[src/rtl/dmac_apb_pkg.sv]
// Shared types and constants for the DMAC APB requester: FSM states,
// default bus widths and the DMAC configuration register map.
package dmac_apb_pkg;

  localparam int unsigned ADDR_W_DEF = 12;
  localparam int unsigned DATA_W_DEF = 32;

  // DMAC completer register offsets
  localparam logic [11:0] REG_VER  = 12'h000;
  localparam logic [11:0] REG_SRC  = 12'h100;
  localparam logic [11:0] REG_DST  = 12'h104;
  localparam logic [11:0] REG_LEN  = 12'h108;
  localparam logic [11:0] REG_CMD  = 12'h10C;
  localparam logic [11:0] REG_STAT = 12'h110;

  typedef enum logic [1:0] {
    IDLE   = 2'd0,
    SETUP  = 2'd1,
    ACCESS = 2'd2,
    RESP   = 2'd3
  } apb_state_e;

endpackage

[src/rtl/dmac_apb_requester.sv]
// APB requester: turns single register-access commands into APB SETUP/ACCESS
// transfers, with wait-state handling, PSLVERR capture and a bounded-wait abort.
module dmac_apb_requester
  import dmac_apb_pkg::*;
#(
  parameter int unsigned ADDR_W  = ADDR_W_DEF,
  parameter int unsigned DATA_W  = DATA_W_DEF,
  parameter int unsigned TIMEOUT = 16
) (
  input  logic              clk,
  input  logic              rst,
  input  logic              cmd_valid_i,
  output logic              cmd_ready_o,
  input  logic              cmd_write_i,
  input  logic [ADDR_W-1:0] cmd_addr_i,
  input  logic [DATA_W-1:0] cmd_wdata_i,
  output logic              rsp_valid_o,
  input  logic              rsp_ready_i,
  output logic [DATA_W-1:0] rsp_rdata_o,
  output logic              rsp_slverr_o,
  output logic              rsp_timeout_o,
  output logic              psel_o,
  output logic              penable_o,
  output logic              pwrite_o,
  output logic [ADDR_W-1:0] paddr_o,
  output logic [DATA_W-1:0] pwdata_o,
  input  logic              pready_i,
  input  logic              pslverr_i,
  input  logic [DATA_W-1:0] prdata_i
);

  localparam int unsigned CNT_W = (TIMEOUT == 0) ? 1 : $clog2(TIMEOUT + 1);
  // Counter value at which the next low-PREADY cycle is the TIMEOUT-th one
  localparam logic [CNT_W-1:0] WAIT_LAST = (TIMEOUT == 0) ? '0 : CNT_W'(TIMEOUT - 1);

  apb_state_e        state_q;
  logic [CNT_W-1:0]  wait_q;
  logic              cmd_ready_q;
  logic              psel_q;
  logic              penable_q;
  logic              pwrite_q;
  logic [ADDR_W-1:0] paddr_q;
  logic [DATA_W-1:0] pwdata_q;
  logic              rsp_valid_q;
  logic [DATA_W-1:0] rdata_q;
  logic              slverr_q;
  logic              timeout_q;

  always_ff @(posedge clk) begin
    if (rst) begin
      state_q     <= IDLE;
      wait_q      <= '0;
      cmd_ready_q <= 1'b1;
      psel_q      <= 1'b0;
      penable_q   <= 1'b0;
      pwrite_q    <= 1'b0;
      paddr_q     <= '0;
      pwdata_q    <= '0;
      rsp_valid_q <= 1'b0;
      rdata_q     <= '0;
      slverr_q    <= 1'b0;
      timeout_q   <= 1'b0;
    end else begin
      unique case (state_q)
        IDLE: begin
          if (cmd_valid_i) begin
            pwrite_q    <= cmd_write_i;
            paddr_q     <= cmd_addr_i;
            pwdata_q    <= cmd_wdata_i;
            wait_q      <= '0;
            cmd_ready_q <= 1'b0;
            psel_q      <= 1'b1;
            state_q     <= SETUP;
          end
        end
        SETUP: begin
          penable_q <= 1'b1;
          state_q   <= ACCESS;
        end
        ACCESS: begin
          // PREADY has priority over an expiring wait counter
          if (pready_i) begin
            rdata_q     <= pwrite_q ? '0 : prdata_i;
            slverr_q    <= pslverr_i;
            timeout_q   <= 1'b0;
            psel_q      <= 1'b0;
            penable_q   <= 1'b0;
            rsp_valid_q <= 1'b1;
            state_q     <= RESP;
          end else if ((TIMEOUT != 0) && (wait_q == WAIT_LAST)) begin
            rdata_q     <= '0;
            slverr_q    <= 1'b1;
            timeout_q   <= 1'b1;
            psel_q      <= 1'b0;
            penable_q   <= 1'b0;
            rsp_valid_q <= 1'b1;
            state_q     <= RESP;
          end else begin
            wait_q <= wait_q + CNT_W'(1);
          end
        end
        RESP: begin
          if (rsp_ready_i) begin
            rsp_valid_q <= 1'b0;
            cmd_ready_q <= 1'b1;
            state_q     <= IDLE;
          end
        end
        default: begin
          state_q <= IDLE;
        end
      endcase
    end
  end

  assign cmd_ready_o   = cmd_ready_q;
  assign psel_o        = psel_q;
  assign penable_o     = penable_q;
  assign pwrite_o      = pwrite_q;
  assign paddr_o       = paddr_q;
  assign pwdata_o      = pwdata_q;
  assign rsp_valid_o   = rsp_valid_q;
  assign rsp_rdata_o   = rdata_q;
  assign rsp_slverr_o  = slverr_q;
  assign rsp_timeout_o = timeout_q;

endmodule

[config.mk]
export PLATFORM = sky130hd
export DESIGN_NAME = dmac_apb_requester
export DESIGN_NICKNAME = d
export VERILOG_FILES = /design/src/rtl/dmac_apb_pkg.sv /design/src/rtl/dmac_apb_requester.sv
export SDC_FILE = /design/constraint.sdc
export NUM_CORES = 1
export LEC_CHECK = 0
export BUFFER_PORTS_ARGS = -buffer_cell sky130_fd_sc_hd__buf_2
export CORE_MARGIN = 2
export CORE_UTILIZATION = 45
export DETAILED_ROUTE_END_ITERATION = 8
export PLACE_DENSITY_LB_ADDON = 0.12
export RECOVER_POWER = 50
export SYNTH_ARGS = -nofsm -noshare
export SYNTH_HDL_FRONTEND = slang
export SYNTH_SLANG_ARGS = --single-unit
[constraint.sdc]
create_clock -name clk -period 2.4 [get_ports clk]
set_input_delay 0.48 -clock clk [delete_from_list [all_inputs] [get_ports clk]]
set_output_delay 0.48 -clock clk [all_outputs]
set_load 0.01 [all_outputs]
==> results.md <==
* Initial core utilization at 0.456
* First-pass GRT wire length at 13100 um
* Postcts setup bufs at 0
* CTS H-Tree Depth at 3
* RSZ-0062 raised after global routing: no
* Post-DRT Antenna Nets at 0
* Number of port buffers at 165
* Pleak at 0.00172 uW
* Filler cell count at 741
* Worst-path clk slew at 0.09 ns
* Startpoint Class: register
* Diode count at 0
* Placement Cell Area at 4170 um2
* Vias in the first global route at 2907
* Mapped Cells at 380
* Unique masters post-synth at 33
* GRT Total Usage at 0.213
* Adder-cell share of the synthesized area at 0.0192
* Total of max-cap violations at 0
* Leading cell type in the layout, fill and taps excluded: nand2_1
* Layout cells sized above 1 at 0.197
* Crit-path cells: ha_1 > and3_1 > ha_1 > o21ai_0 > buf_12 > nand4_1 > a21oi_1
* Main combinational cell family by area after synthesis: compound AO/OA/AOI/OAI gates
* Synth top area share at 0.553
* Synth Area in Compound Gates at 0.192
* Root Buffer: clkbuf_8
* Die W at 89.1 um
* DRT Pass-1 Iters at 4
* Top Family by Delay on Critical Path: compound AO/OA/AOI/OAI gates
* DR WL met3 at 625 um
* Proportion of synthesized area in mux cells at 0.00307
* Area Growth Syn to Fin at 32.3%
* Crit. End Element: register
* PwrDens at 1030 nW/um2
* Final setup vio count at 0
* Kind of critical path: register to register
* Reg area at 1800 um2
* Vias per cell at between 5 and 6
* DRC errors left at 0
* Slowest-stage cell, CP: o21ai_0
* Via count at 3205
* Top FF cell, synth: dfxtp_1
* Pin count of the biggest net entering global routing at 41
* Mean post-synth cell area at between 8 and 9 um2
* Async S/R FF share, synth at 0
* Worst-skew pair later-pin latency at ~0.35 ns
* Met1 wire length at 3630 um
* CTS Buffer Depth at 2
* TritonCTS clock tree: done
* Die Ht at 89.1 um
* Worst Skew at 0.00967 ns
* Placer congestion estimate at 0.834
* Final max-slew violation count at 0
* Final setup TNS at 0 ns
* Commonest non-fill, non-tap cells in the layout: nand2_1, dfxtp_1, clkbuf_1, buf_2, a21oi_1
* Final #Nets at 622
* Req. time, crit path at 2.68 ns
* CTS Sinks at 90
* GR Overflow Total at 0
* XOR/XNOR share of the synthesized area at 0
* Initial antenna violation count at 0
* WP buf/inv at 1
* Most frequent CP cell: ha_1
* Status: complete, no violations
* HPWL after DPL at 6060 um
* Row count at 31
* Ranking of synthesized cells by area: dfxtp_1, nand2_1, a21oi_1
* Core area at 7140 um2
* CP arrival at 2.38 ns
* Max_slew headroom at 0.584
* CTS Hold Bufs at 0
* DRT Wirelength at between 8000 and 9000 um
* Area of the multi-input gates at 1310 um2
* Resize count post-CTS at 0
* Final number of hold-violating endpoints at 0
* Power, Total at 4440 uW
* Tightest Hold Check Type: input port to register
* Simple-Gate Fraction of Synth Area at 0.191
* WL met2 at 4230 um
* Syn nets at 468
* Cell area after synthesis at between 3000 and 4000 um2
* Min cycle time layout at 2.10 ns
* Setup ws final at 0.301 ns
* Design Area, Final at about 4300 um2
* Post-synth EDFFs at 0
* IO Pins at between 150 and 200
* Initial DRC count at 138
* Worst stage delay on the critical path at approximately 0.5 ns
* Final worst-path cycle share at 0.874
* Post-Place Worst Slack at about 0.50 ns
* VDD IR max at 0.000430 V
* Ys Warns at 0
* Tightest Pin Transition at about 0.62 ns
* CP max FO at 33
* DIE AREA at 7930 um2
* Top Metal Used: met4
* Register area share after synthesis at 0.553
* WL/cell at approximately 14 um
* CTS buffer count at 9
* Fmax at about 0.48 GHz
* #FFs+latches synth at 90
* Largest area contributor in the netlist: dfxtp_1
## worst register-to-register path, stage by stage, from the launching register on
cell and delay (ns):
dfxtp_1 0.35, ha_1 0.22, and3_1 0.18, ha_1 0.22, o21ai_0 0.50, buf_12 0.27, nand4_1 0.13, a21oi_1 0.17
## report_power, final
group          switching (uW)  total (uW)  internal, uW
registers                 140        1890          1750
logic                     812        1280           469
clock network             524        1270           750
total                    1480        4440          2970
## registers in the layout (all words and copies together) (netlist names), 2 cells and up
signal and flops:
wait_q 5, rsp_rdata_o 32, pwdata_o 32, paddr_o 12
state_q 2
## through the flow
stage	hold slack [ns]	std cells	utilization
after global routing	0.347	638	0.604
final	0.354	638	0.604
after global placement	0.439	622	0.585
after detailed placement	0.444	622	0.585
after floorplan	0.447	380	-
after CTS	0.343	638	0.620
## area by class of cell
| class | count | area share |
|---|---|---|
| inverters | 5 | 0.00435 |
| multi-input cells | 257 | 0.304 |
| flip-flops and latches | 90 | 0.418 |
| clock inverters | 4 | 0.0226 |
| clock buffers | 12 | 0.0360 |
| well taps | 99 | 0.0287 |
| repair buffers | 171 | 0.187 |
## final timing paths
kind                                   from                        end  slack [ns]  cells after the start
setup reg to reg     wait_q[0]$_SDFFE_PP0P_     wait_q[1]$_SDFFE_PP0P_        0.30                      7
setup / recovery     wait_q[0]$_SDFFE_PP0P_     wait_q[1]$_SDFFE_PP0P_        0.30                      7
hold reg to reg   pwdata_o[13]$_SDFFE_PP0P_  pwdata_o[13]$_SDFFE_PP0P_        0.46                      2
hold / removal               cmd_wdata_i[0]   pwdata_o[0]$_SDFFE_PP0P_        0.35                      3
## cell families after synthesis
logic type | count (synthesis)
adders and majority gates | 5
DFF | 90
muxes | 1
buffers and inverters | 33
and+or+nand+nor | 148
AOI/OAI and AO/OA | 103
## layer usage
layer / GRT usage / up-vias
li1: - / 1595
met1: 0.252 / 1473
met2: 0.351 / 119
met3: 0.0683 / 18
met4: 0.104 / 0
met5: 0 / -
## cell usage after synthesis (2+ instances only)
| cell type | n |
|---|---|
| nand2_1 | 92 |
| dfxtp_1 | 90 |
| a21oi_1 | 57 |
| nor2_1 | 34 |
| a22oi_1 | 32 |
| clkbuf_1 | 21 |
| buf_2 | 6 |
| ha_1 | 5 |
| inv_1 | 5 |
| o21ai_0 | 5 |
| nand2b_1 | 4 |
| nor3_1 | 3 |
| o31ai_1 | 3 |
| nand4_1 | 2 |
| nor2b_1 | 2 |
| or4_1 | 2 |
No activity file was read; power rests on OpenSTA's default activity.
